**src/rtl/router_fsm_if.sv**
```systemverilog
// Bundles the router input-side packet stream, FIFO status and phase strobes
// between the packet source/synchronizer side (master) and router_fsm (slave).
interface router_fsm_if;
    // Handshake: the source presents one word per cycle while pkt_valid=1 and
    // must hold that word in any cycle where busy=1; a word is written to the
    // addressed FIFO only in cycles where write_enb_reg=1.
    logic       pkt_valid;
    logic [1:0] data_in;
    logic       fifo_full;
    logic       fifo_empty_0;
    logic       fifo_empty_1;
    logic       fifo_empty_2;
    logic       soft_reset_0;
    logic       soft_reset_1;
    logic       soft_reset_2;
    logic       parity_done;
    logic       low_pkt_valid;

    logic       detect_add;
    logic       lfd_state;
    logic       ld_state;
    logic       laf_state;
    logic       full_state;
    logic       write_enb_reg;
    logic       rst_int_reg;
    logic       busy;
    logic [1:0] addr_q;
    logic [2:0] fsm_state;

    modport slave (
        input  pkt_valid, data_in, fifo_full,
        input  fifo_empty_0, fifo_empty_1, fifo_empty_2,
        input  soft_reset_0, soft_reset_1, soft_reset_2,
        input  parity_done, low_pkt_valid,
        output detect_add, lfd_state, ld_state, laf_state, full_state,
        output write_enb_reg, rst_int_reg, busy, addr_q, fsm_state
    );

    modport master (
        output pkt_valid, data_in, fifo_full,
        output fifo_empty_0, fifo_empty_1, fifo_empty_2,
        output soft_reset_0, soft_reset_1, soft_reset_2,
        output parity_done, low_pkt_valid,
        input  detect_add, lfd_state, ld_state, laf_state, full_state,
        input  write_enb_reg, rst_int_reg, busy, addr_q, fsm_state
    );
endinterface

```
**src/rtl/router_fsm.sv**
```systemverilog
// Packet-sequencing Moore FSM for the 1x3 router. Outputs are registered from
// the next state, so they always match the state register with no input path.
module router_fsm (
    input  logic         clk,
    input  logic         rstn,
    router_fsm_if.slave  bus
);

    typedef enum logic [2:0] {
        DECODE_ADDRESS     = 3'd0,
        LOAD_FIRST_DATA    = 3'd1,
        LOAD_DATA          = 3'd2,
        LOAD_PARITY        = 3'd3,
        FIFO_FULL_STATE    = 3'd4,
        LOAD_AFTER_FULL    = 3'd5,
        WAIT_TILL_EMPTY    = 3'd6,
        CHECK_PARITY_ERROR = 3'd7
    } state_t;

    state_t     r_state;
    logic [1:0] r_addr;
    logic       r_detect_add;
    logic       r_lfd_state;
    logic       r_ld_state;
    logic       r_laf_state;
    logic       r_full_state;
    logic       r_write_enb_reg;
    logic       r_rst_int_reg;
    logic       r_busy;

    state_t     w_next;
    logic [1:0] w_next_addr;
    logic [1:0] w_sel_idx;
    logic       w_sel_empty;
    logic       w_sel_srst;

    // The header's own address picks the empty flag while decoding.
    always_comb begin
        w_sel_idx = (r_state == DECODE_ADDRESS) ? bus.data_in : r_addr;
        case (w_sel_idx)
            2'd0:    w_sel_empty = bus.fifo_empty_0;
            2'd1:    w_sel_empty = bus.fifo_empty_1;
            2'd2:    w_sel_empty = bus.fifo_empty_2;
            default: w_sel_empty = 1'b0;
        endcase
        case (r_addr)
            2'd0:    w_sel_srst = bus.soft_reset_0;
            2'd1:    w_sel_srst = bus.soft_reset_1;
            2'd2:    w_sel_srst = bus.soft_reset_2;
            default: w_sel_srst = 1'b0;
        endcase
    end

    always_comb begin
        w_next      = r_state;
        w_next_addr = r_addr;
        if (r_state != DECODE_ADDRESS && w_sel_srst) begin
            w_next = DECODE_ADDRESS;
        end else begin
            case (r_state)
                DECODE_ADDRESS: begin
                    if (bus.pkt_valid && bus.data_in != 2'd3) begin
                        w_next_addr = bus.data_in;
                        w_next      = w_sel_empty ? LOAD_FIRST_DATA : WAIT_TILL_EMPTY;
                    end
                end
                WAIT_TILL_EMPTY: if (w_sel_empty) w_next = LOAD_FIRST_DATA;
                LOAD_FIRST_DATA: w_next = LOAD_DATA;
                LOAD_DATA: begin
                    if (bus.fifo_full)       w_next = FIFO_FULL_STATE;
                    else if (!bus.pkt_valid) w_next = LOAD_PARITY;
                end
                FIFO_FULL_STATE: if (!bus.fifo_full) w_next = LOAD_AFTER_FULL;
                LOAD_AFTER_FULL: begin
                    if (bus.parity_done)        w_next = DECODE_ADDRESS;
                    else if (bus.low_pkt_valid) w_next = LOAD_PARITY;
                    else                        w_next = LOAD_DATA;
                end
                LOAD_PARITY: w_next = CHECK_PARITY_ERROR;
                CHECK_PARITY_ERROR: w_next = bus.fifo_full ? FIFO_FULL_STATE : DECODE_ADDRESS;
                default: w_next = DECODE_ADDRESS;
            endcase
        end
    end

    always_ff @(posedge clk or negedge rstn) begin
        if (!rstn) begin
            r_state         <= DECODE_ADDRESS;
            r_addr          <= 2'd0;
            r_detect_add    <= 1'b1;
            r_lfd_state     <= 1'b0;
            r_ld_state      <= 1'b0;
            r_laf_state     <= 1'b0;
            r_full_state    <= 1'b0;
            r_write_enb_reg <= 1'b0;
            r_rst_int_reg   <= 1'b0;
            r_busy          <= 1'b0;
        end else begin
            r_state         <= w_next;
            r_addr          <= w_next_addr;
            r_detect_add    <= (w_next == DECODE_ADDRESS);
            r_lfd_state     <= (w_next == LOAD_FIRST_DATA);
            r_ld_state      <= (w_next == LOAD_DATA);
            r_laf_state     <= (w_next == LOAD_AFTER_FULL);
            r_full_state    <= (w_next == FIFO_FULL_STATE);
            r_write_enb_reg <= (w_next == LOAD_FIRST_DATA) || (w_next == LOAD_DATA) ||
                               (w_next == LOAD_AFTER_FULL) || (w_next == LOAD_PARITY);
            r_rst_int_reg   <= (w_next == CHECK_PARITY_ERROR);
            r_busy          <= (w_next != DECODE_ADDRESS) && (w_next != LOAD_DATA);
        end
    end

    assign bus.detect_add    = r_detect_add;
    assign bus.lfd_state     = r_lfd_state;
    assign bus.ld_state      = r_ld_state;
    assign bus.laf_state     = r_laf_state;
    assign bus.full_state    = r_full_state;
    assign bus.write_enb_reg = r_write_enb_reg;
    assign bus.rst_int_reg   = r_rst_int_reg;
    assign bus.busy          = r_busy;
    assign bus.addr_q        = r_addr;
    assign bus.fsm_state     = r_state;

endmodule

```
**src/flat_wrapper.sv**
```systemverilog
// flat-port wrapper written by rule: the top's interface ports become plain ports
module router_fsm_flat 
  (clk, rstn, bus_pkt_valid, bus_data_in, bus_fifo_full, bus_fifo_empty_0, bus_fifo_empty_1, bus_fifo_empty_2, bus_soft_reset_0, bus_soft_reset_1, bus_soft_reset_2, bus_parity_done, bus_low_pkt_valid, bus_detect_add, bus_lfd_state, bus_ld_state, bus_laf_state, bus_full_state, bus_write_enb_reg, bus_rst_int_reg, bus_busy, bus_addr_q, bus_fsm_state);
  router_fsm_if bus_i ();
  input  logic clk;
  input  logic rstn;
  input wire logic [$bits(bus_i.pkt_valid)-1:0] bus_pkt_valid;
  input wire logic [$bits(bus_i.data_in)-1:0] bus_data_in;
  input wire logic [$bits(bus_i.fifo_full)-1:0] bus_fifo_full;
  input wire logic [$bits(bus_i.fifo_empty_0)-1:0] bus_fifo_empty_0;
  input wire logic [$bits(bus_i.fifo_empty_1)-1:0] bus_fifo_empty_1;
  input wire logic [$bits(bus_i.fifo_empty_2)-1:0] bus_fifo_empty_2;
  input wire logic [$bits(bus_i.soft_reset_0)-1:0] bus_soft_reset_0;
  input wire logic [$bits(bus_i.soft_reset_1)-1:0] bus_soft_reset_1;
  input wire logic [$bits(bus_i.soft_reset_2)-1:0] bus_soft_reset_2;
  input wire logic [$bits(bus_i.parity_done)-1:0] bus_parity_done;
  input wire logic [$bits(bus_i.low_pkt_valid)-1:0] bus_low_pkt_valid;
  output wire logic [$bits(bus_i.detect_add)-1:0] bus_detect_add;
  output wire logic [$bits(bus_i.lfd_state)-1:0] bus_lfd_state;
  output wire logic [$bits(bus_i.ld_state)-1:0] bus_ld_state;
  output wire logic [$bits(bus_i.laf_state)-1:0] bus_laf_state;
  output wire logic [$bits(bus_i.full_state)-1:0] bus_full_state;
  output wire logic [$bits(bus_i.write_enb_reg)-1:0] bus_write_enb_reg;
  output wire logic [$bits(bus_i.rst_int_reg)-1:0] bus_rst_int_reg;
  output wire logic [$bits(bus_i.busy)-1:0] bus_busy;
  output wire logic [$bits(bus_i.addr_q)-1:0] bus_addr_q;
  output wire logic [$bits(bus_i.fsm_state)-1:0] bus_fsm_state;
  assign bus_i.pkt_valid = bus_pkt_valid;
  assign bus_i.data_in = bus_data_in;
  assign bus_i.fifo_full = bus_fifo_full;
  assign bus_i.fifo_empty_0 = bus_fifo_empty_0;
  assign bus_i.fifo_empty_1 = bus_fifo_empty_1;
  assign bus_i.fifo_empty_2 = bus_fifo_empty_2;
  assign bus_i.soft_reset_0 = bus_soft_reset_0;
  assign bus_i.soft_reset_1 = bus_soft_reset_1;
  assign bus_i.soft_reset_2 = bus_soft_reset_2;
  assign bus_i.parity_done = bus_parity_done;
  assign bus_i.low_pkt_valid = bus_low_pkt_valid;
  assign bus_detect_add = bus_i.detect_add;
  assign bus_lfd_state = bus_i.lfd_state;
  assign bus_ld_state = bus_i.ld_state;
  assign bus_laf_state = bus_i.laf_state;
  assign bus_full_state = bus_i.full_state;
  assign bus_write_enb_reg = bus_i.write_enb_reg;
  assign bus_rst_int_reg = bus_i.rst_int_reg;
  assign bus_busy = bus_i.busy;
  assign bus_addr_q = bus_i.addr_q;
  assign bus_fsm_state = bus_i.fsm_state;
  router_fsm u_core (.clk(clk), .rstn(rstn), .bus(bus_i));
endmodule
```
**config.mk**
```make
export PLATFORM = sky130hd
export DESIGN_NAME = router_fsm_flat
export DESIGN_NICKNAME = d
export VERILOG_FILES = /design/src/rtl/router_fsm_if.sv /design/src/rtl/router_fsm.sv /design/src/flat_wrapper.sv
export SDC_FILE = /design/constraint.sdc
export NUM_CORES = 1
export LEC_CHECK = 0
export ABC_CLOCK_PERIOD_IN_PS = 2350
export CAP_MARGIN = 10
export CORE_MARGIN = 2
export CORE_UTILIZATION = 43
export DETAILED_ROUTE_END_ITERATION = 6
export PLACE_DENSITY = 0.77
export SLEW_MARGIN = 20
export SYNTH_ARGS = -nofsm -noshare
export SYNTH_HDL_FRONTEND = slang
export SYNTH_SLANG_ARGS = --single-unit
```
**constraint.sdc**
```tcl
create_clock -name clk -period 2.35 [get_ports clk]
set_input_delay 0.47 -clock clk [delete_from_list [all_inputs] [get_ports clk]]
set_output_delay 0.47 -clock clk [all_outputs]
set_load 0.01 [all_outputs]
```
# Yosys cells after proc, flatten, opt, wreduce, memory -nomap -nowiden

Cells that the tools add are included.

Equality and inequality tests: 19
Multiplexer cells: 14
Bitwise gates (word level): 1
Reductions and logical operators: 13

Operator list:

| operator                                                         | count |
|---|---|
| 3-bit 2-to-1 mux                                                 | 9 |
| 3-bit one-hot mux with 8 select lines                            | 1 |
| 3-bit == test (second input constant)                            | 7 |
| 3-bit by 2-bit == test with 1-bit output (second input constant) | 4 |
| 3-bit by 1-bit == test with 1-bit output (second input constant) | 2 |
| 3-bit logical NOT                                                | 2 |
| 1-bit one-hot mux with 3 select lines                            | 2 |
| 3-bit nonzero test                                               | 2 |
| 2-bit by 1-bit == test with 1-bit output (second input constant) | 2 |
| 2-bit == test (second input constant)                            | 2 |
| 2-bit logical NOT                                                | 2 |
| 1-bit logical AND                                                | 3 |
| 1-bit logical OR                                                 | 3 |
| 3-bit by 2-bit != test with 1-bit output (second input constant) | 1 |
| 3-bit AND reduction                                              | 1 |
| 2-bit 2-to-1 mux                                                 | 1 |
| 2-bit != test (second input constant)                            | 1 |
| 1-bit 2-to-1 mux                                                 | 1 |
| 1-bit inverter                                                   | 1 |

Bits in registers: 13

# Depth between registers and ports, before layout

Gate-level depths: netlist of the first run.

Word-level depth: 12
Depth in mapped cells: 7

# Least setup slack after synthesis of the first run

Ideal clock, no wire load.

Kind: register to register
From: reg u_core.r_addr[1] (netlist: u_core.bus.addr_q[1])
To: reg u_core.r_write_enb_reg (netlist: u_core.bus.write_enb_reg)
Library setup time: 0.125 ns
Data arrival time: 1.761 ns
Slack: 0.464 ns
Stages on the path, launching flop included: 6
Cells stage by stage: dfrtp_1 mux2_4 a221o_1 nor2_2 a2bb2oi_4 mux2_4

Longest elaborated chain between the ends: 11
Elaborated cells on any way between the ends: 22

Ends and longest elaborated chain:

| item                                                                                                 | line              | text |
|---|---|---|
| start: declaration                                                                                   | router_fsm.sv:21  | `logic [1:0] r_addr;` |
| start signal: assignment                                                                             | router_fsm.sv:100 | `r_addr <= w_next_addr;` |
| 2-bit 2-to-1 mux                                                                                     | router_fsm.sv:39  | `w_sel_idx = (r_state == DECODE_ADDRESS) ? bus.data_in : r_addr;` |
| 2-bit == test (tied with other cells)                                                                | router_fsm.sv:40  | `case (w_sel_idx)` |
| 1-bit one-hot mux with 3 select lines                                                                | router_fsm.sv:40  |  |
| 3-bit 2-to-1 mux                                                                                     | router_fsm.sv:64  | `w_next = w_sel_empty ? LOAD_FIRST_DATA : WAIT_TILL_EMPTY;` |
| 3-bit 2-to-1 mux                                                                                     | router_fsm.sv:62  | `if (bus.pkt_valid && bus.data_in != 2'd3) begin` |
| 3-bit one-hot mux with 8 select lines                                                                | router_fsm.sv:60  | `case (r_state)` |
| 3-bit 2-to-1 mux *                                                                                   | router_fsm.sv:57  | `if (r_state != DECODE_ADDRESS && w_sel_srst) begin` |
| via u_core.w_next[1]                                                                                 | router_fsm.sv:31  | `state_t w_next;` |
| 3-bit by 1-bit == test with 1-bit output or 3-bit by 2-bit == test with 1-bit output (tied branches) | router_fsm.sv:106 | `r_write_enb_reg <= (w_next == LOAD_FIRST_DATA) \|\| (w_next == LOAD_DATA) \|\|` |
| 1-bit logical OR (2 in series)                                                                       | router_fsm.sv:106 |  |
| 1-bit logical OR *                                                                                   | router_fsm.sv:107 | `(w_next == LOAD_AFTER_FULL) \|\| (w_next == LOAD_PARITY);` |
| end signal: assignment                                                                               | router_fsm.sv:106 |  |
| end: declaration                                                                                     | router_fsm.sv:27  | `logic r_write_enb_reg;` |

The timed path passes the listed nets; every way through them passes the cells marked *.
A chain may end at the register's enable or synchronous reset.

# Final worst setup path of the first run

From: in bus_fifo_empty_0
To: reg u_core.r_busy (netlist: u_core.bus.busy)

Longest elaborated chain between the ends: 7
Elaborated cells on any way between the ends: 9

Ends and longest elaborated chain:

| item                                                                           | line               | text |
|---|---|---|
| start: declaration                                                             | flat_wrapper.sv:10 | `input wire logic [$bits(bus_i.fifo_empty_0)-1:0] bus_fifo_empty_0;` |
| 1-bit one-hot mux with 3 select lines *                                        | router_fsm.sv:40   |  |
| 3-bit 2-to-1 mux                                                               | router_fsm.sv:64   |  |
| 3-bit 2-to-1 mux                                                               | router_fsm.sv:62   |  |
| 3-bit one-hot mux with 8 select lines *                                        | router_fsm.sv:60   |  |
| 3-bit 2-to-1 mux *                                                             | router_fsm.sv:57   |  |
| via u_core.w_next[2]                                                           | router_fsm.sv:31   |  |
| 3-bit by 2-bit != test with 1-bit output or 3-bit nonzero test (tied branches) | router_fsm.sv:109  | `r_busy <= (w_next != DECODE_ADDRESS) && (w_next != LOAD_DATA);` |
| 1-bit logical AND *                                                            | router_fsm.sv:109  |  |
| end signal: assignment                                                         | router_fsm.sv:109  |  |
| end: declaration                                                               | router_fsm.sv:29   | `logic r_busy;` |

Marked as above.

==> results.yml, run 1 <==
layout:
  final_layout_size_suffix_gt1_frac: 0.1717
  antennaDiodeCount: 0
  highest_count_cells_in_the_layout_ignoring_fill_and_taps: "sky130_fd_sc_hd__clkdlybuf4s50_1 (26), sky130_fd_sc_hd__dfrtp_1 (12), sky130_fd_sc_hd__nand2_1 (5)"
  nFillCells: 146
  largest_reg_flops: 3
  layout_commonest_cell: "sky130_fd_sc_hd__clkdlybuf4s50_1"
  areaGrowthSynthToFinish_pct: 40.93
  stdcell_area_um2: 1060
  finalNetCount: 114
route:
  remaining_drcs: 0
  postRouteWirelength_um: 1586
  ant_nets: 0
  drt-wirelength-per-cell_um: 13.67
  via_count: 647
  post_drt_via_cell_ratio: 5.578
  drt_first_pass_iters: 2
  drtIter0Drc: 4
cts:
  worst_setup_hold_path_clk_slew_ps: 70
  clk_path_buf_depth: 2
  cts-buffers-inserted: 3
  clock_sink_count: 13
  clkLatencyLatePin_ps: 260
  post_cts_buffers: 0
  clock_tree_from_tritoncts: "yes"
  cts_root_buffer: "sky130_fd_sc_hd__clkbuf_4"
  clock_tree.htree_level_count: 1
  hold_buffers: 0
  cts_resized: 0
setup_path:
  cp_required_ps: 2550
  cp-startpoint: "bus_fifo_empty_0"
  crit_chain: "clkdlybuf4s50_1 > mux2_4 > a221o_1 > a221oi_2 > o22ai_1 > inv_1 > or2_1"
  timing.critical_path.max_delay_family: "compound AO/OA/AOI/OAI gates"
  end_kind: "flip-flop"
  worstReg2RegStart: "u_core.bus.fsm_state[2]"
  worst_path_max_delay_cell: "sky130_fd_sc_hd__clkdlybuf4s50_1"
  critPathBufInv: 2
  crit_type: "in -> reg"
  critical_path.startpoint_type: "input pin"
  crit_arrival_ps: 2220
  slowest_cell_delay_on_critical_path_ps: 420
  critPathMaxFanout: 4
timing:
  grt_setup_unrepaired: "false"
  finClkSkew_ps: 7.614
  finalSetupViolations: 0
  timing.setup.tns_ps: 0
  slew_violations: 0
  tightest_slew_ps: 553.1
  hold-worst-slack_ps: 557.5
  final_period_minus_worst_setup_slack_ps: 2025
  hold_violations: 0
  fmax_mhz: 493.8
  finalCritPeriodShare: 0.8617
  max_slew_margin: 0.6301
power_and_ir_drop:
  fin_total_pwr_w: 0.001362
  cellPowerDensity_nw_per_um2: 1286
  worst_ir_drop_vdd_v: 0.0007269
  p_leak_nw: 0.4389
floorplanning:
  design.die.area_um2: 2099
  core-area_um2: 1689
  floorplan.io_pins: 27
  row_count: 15
  floorplan.die.width_um: 45.82
  die-height_um: 45.82
  start_util: 0.4452
global_routing:
  initial_antenna_violation_count: 0
  grt_start_max_net_pins: 14
  grtUsageTotal: 0.1676
  grt_pass1_wl_um: 2559
  grt.overflow.total: 0
  via_count_of_the_first_global_routing_pass: 621
logic_synthesis:
  synth_enable_flop_cells: 0
  synth_top_cell_area_share: 0.3993
  fraction_of_the_yosys_area_taken_by_sequential_cells: 0.4343
  yosys_warnings: 0
  yosys.cell_types.count: 32
  cells_after_synthesis: 70
  postSynthAreaPerCell_um2: 10.74
  asyncSetResetFlopFracSynth: 1.000
  postSynthNetCount: 84
  synth_area_leaders: "sky130_fd_sc_hd__dfrtp_1 (40%), sky130_fd_sc_hd__mux2_2 (4.5%), sky130_fd_sc_hd__mux2_4 (4.0%)"
  synth_top_flop_cell: "sky130_fd_sc_hd__dfrtp_1"
  synth.cell_area_um2: 752.0
  postSynthRegisterBits: 13
  post-synth-top-area-cell: "sky130_fd_sc_hd__dfrtp_1"
place:
  numPortBuffers: 26
  detailed_place.area_um2: 1033
  dp_hpwl_um: 1272
  place.gp.congestion: 0.8531
run_status:
  outcome: "completed"
hold_path:
  min_path_type: "in -> async"
job:
  max_capacitance_violation_total: 0
report_power, final:
part,switching (W),internal (W),leakage [nW]
Combinational,0.000360,0.000449,0.259
Clock,0.0000613,0.0000655,0.0150
Sequential,0.000102,0.000325,0.164
area by class of cell:
class | count | area [um2] | share of cell area
multi-input combinational | 50 | 395.4 | 0.3731
sequential | 13 | 326.6 | 0.3081
timing repair buffer | 28 | 275.3 | 0.2597
clock buffer | 4 | 26.28 | 0.02479
tap | 17 | 21.27 | 0.02007
inverter | 4 | 15.01 | 0.01417
cell families after synthesis:
kind of cell	after synthesis	share of synthesized area
AND/OR/NAND/NOR	25	0.2047
flip-flops	13	0.4343
AO/OA/AOI/OAI	18	0.2080
buffers and inverters	7	0.03992
multiplexers	7	0.1131
worst reg2reg max path: stages (launching register included):
cell	delay [ps]
sky130_fd_sc_hd__dfrtp_1	500
sky130_fd_sc_hd__nor3_4	340
sky130_fd_sc_hd__a221o_1	240
sky130_fd_sc_hd__a221oi_2	100
sky130_fd_sc_hd__o22ai_1	270
sky130_fd_sc_hd__inv_1	130
sky130_fd_sc_hd__or2_1	240
path summary, 6_finish.rpt:
check | endpoint | slack, ps | cells past startpoint
max reg2reg | u_core.bus.busy | 420 | 6
min reg2reg | u_core.bus.addr_q[0] | 560 | 1
max | u_core.bus.busy | 330 | 7
min | u_core.bus.fsm_state[1] | 560 | 1
max in group asynchronous | u_core.bus.fsm_state[0] | 1420 | 1
min in group clk | u_core.bus.addr_q[0] | 560 | 1
Yosys cell counts, types with 2 or more instances:
library cell and count:
sky130_fd_sc_hd__a32oi_1 2, sky130_fd_sc_hd__nand2_1 5, sky130_fd_sc_hd__mux2_2 3, sky130_fd_sc_hd__nor2_1 3
sky130_fd_sc_hd__dfrtp_1 12, sky130_fd_sc_hd__mux2_4 2, sky130_fd_sc_hd__a22oi_1 2, sky130_fd_sc_hd__nand3b_1 3
sky130_fd_sc_hd__o211ai_1 2, sky130_fd_sc_hd__nor2b_1 3, sky130_fd_sc_hd__o21ai_0 4, sky130_fd_sc_hd__nor3b_1 2
sky130_fd_sc_hd__inv_1 4, sky130_fd_sc_hd__buf_2 3, sky130_fd_sc_hd__and3b_1 2, sky130_fd_sc_hd__nor3_1 2
through the flow:
step / std cells / setup WS, ps / utilization
6_report: 116 / 325.1 / 0.6274
5_1_grt: 116 / 173.8 / 0.6274
4_1_cts: 116 / 314.0 / 0.6274
3_5_place_dp: 112 / 32.15 / 0.6119
3_3_place_gp: 112 / 92.31 / 0.6119
2_1_floorplan: 70 / 464.0 / -
metal layers:
layer	wire, um	up-vias	track usage
met5	0	-	0
met4	6	0	0.03429
met3	41	2	0.03571
met2	819	10	0.3070
met1	718	314	0.2000
li1	-	321	-
No activity file was read; power rests on OpenSTA's default activity.
==> inputs of run 2 (changes only) <==
--- a/config.mk
+++ b/config.mk
@@ -10,6 +10,7 @@
 export CORE_MARGIN = 2
 export CORE_UTILIZATION = 43
 export DETAILED_ROUTE_END_ITERATION = 6
+export HOLD_SLACK_MARGIN = 0.03
 export PLACE_DENSITY = 0.77
 export SLEW_MARGIN = 20
 export SYNTH_ARGS = -nofsm -noshare
==> results of run 2 <==
Final layout, timing and power as in run 1 (identical DEF).
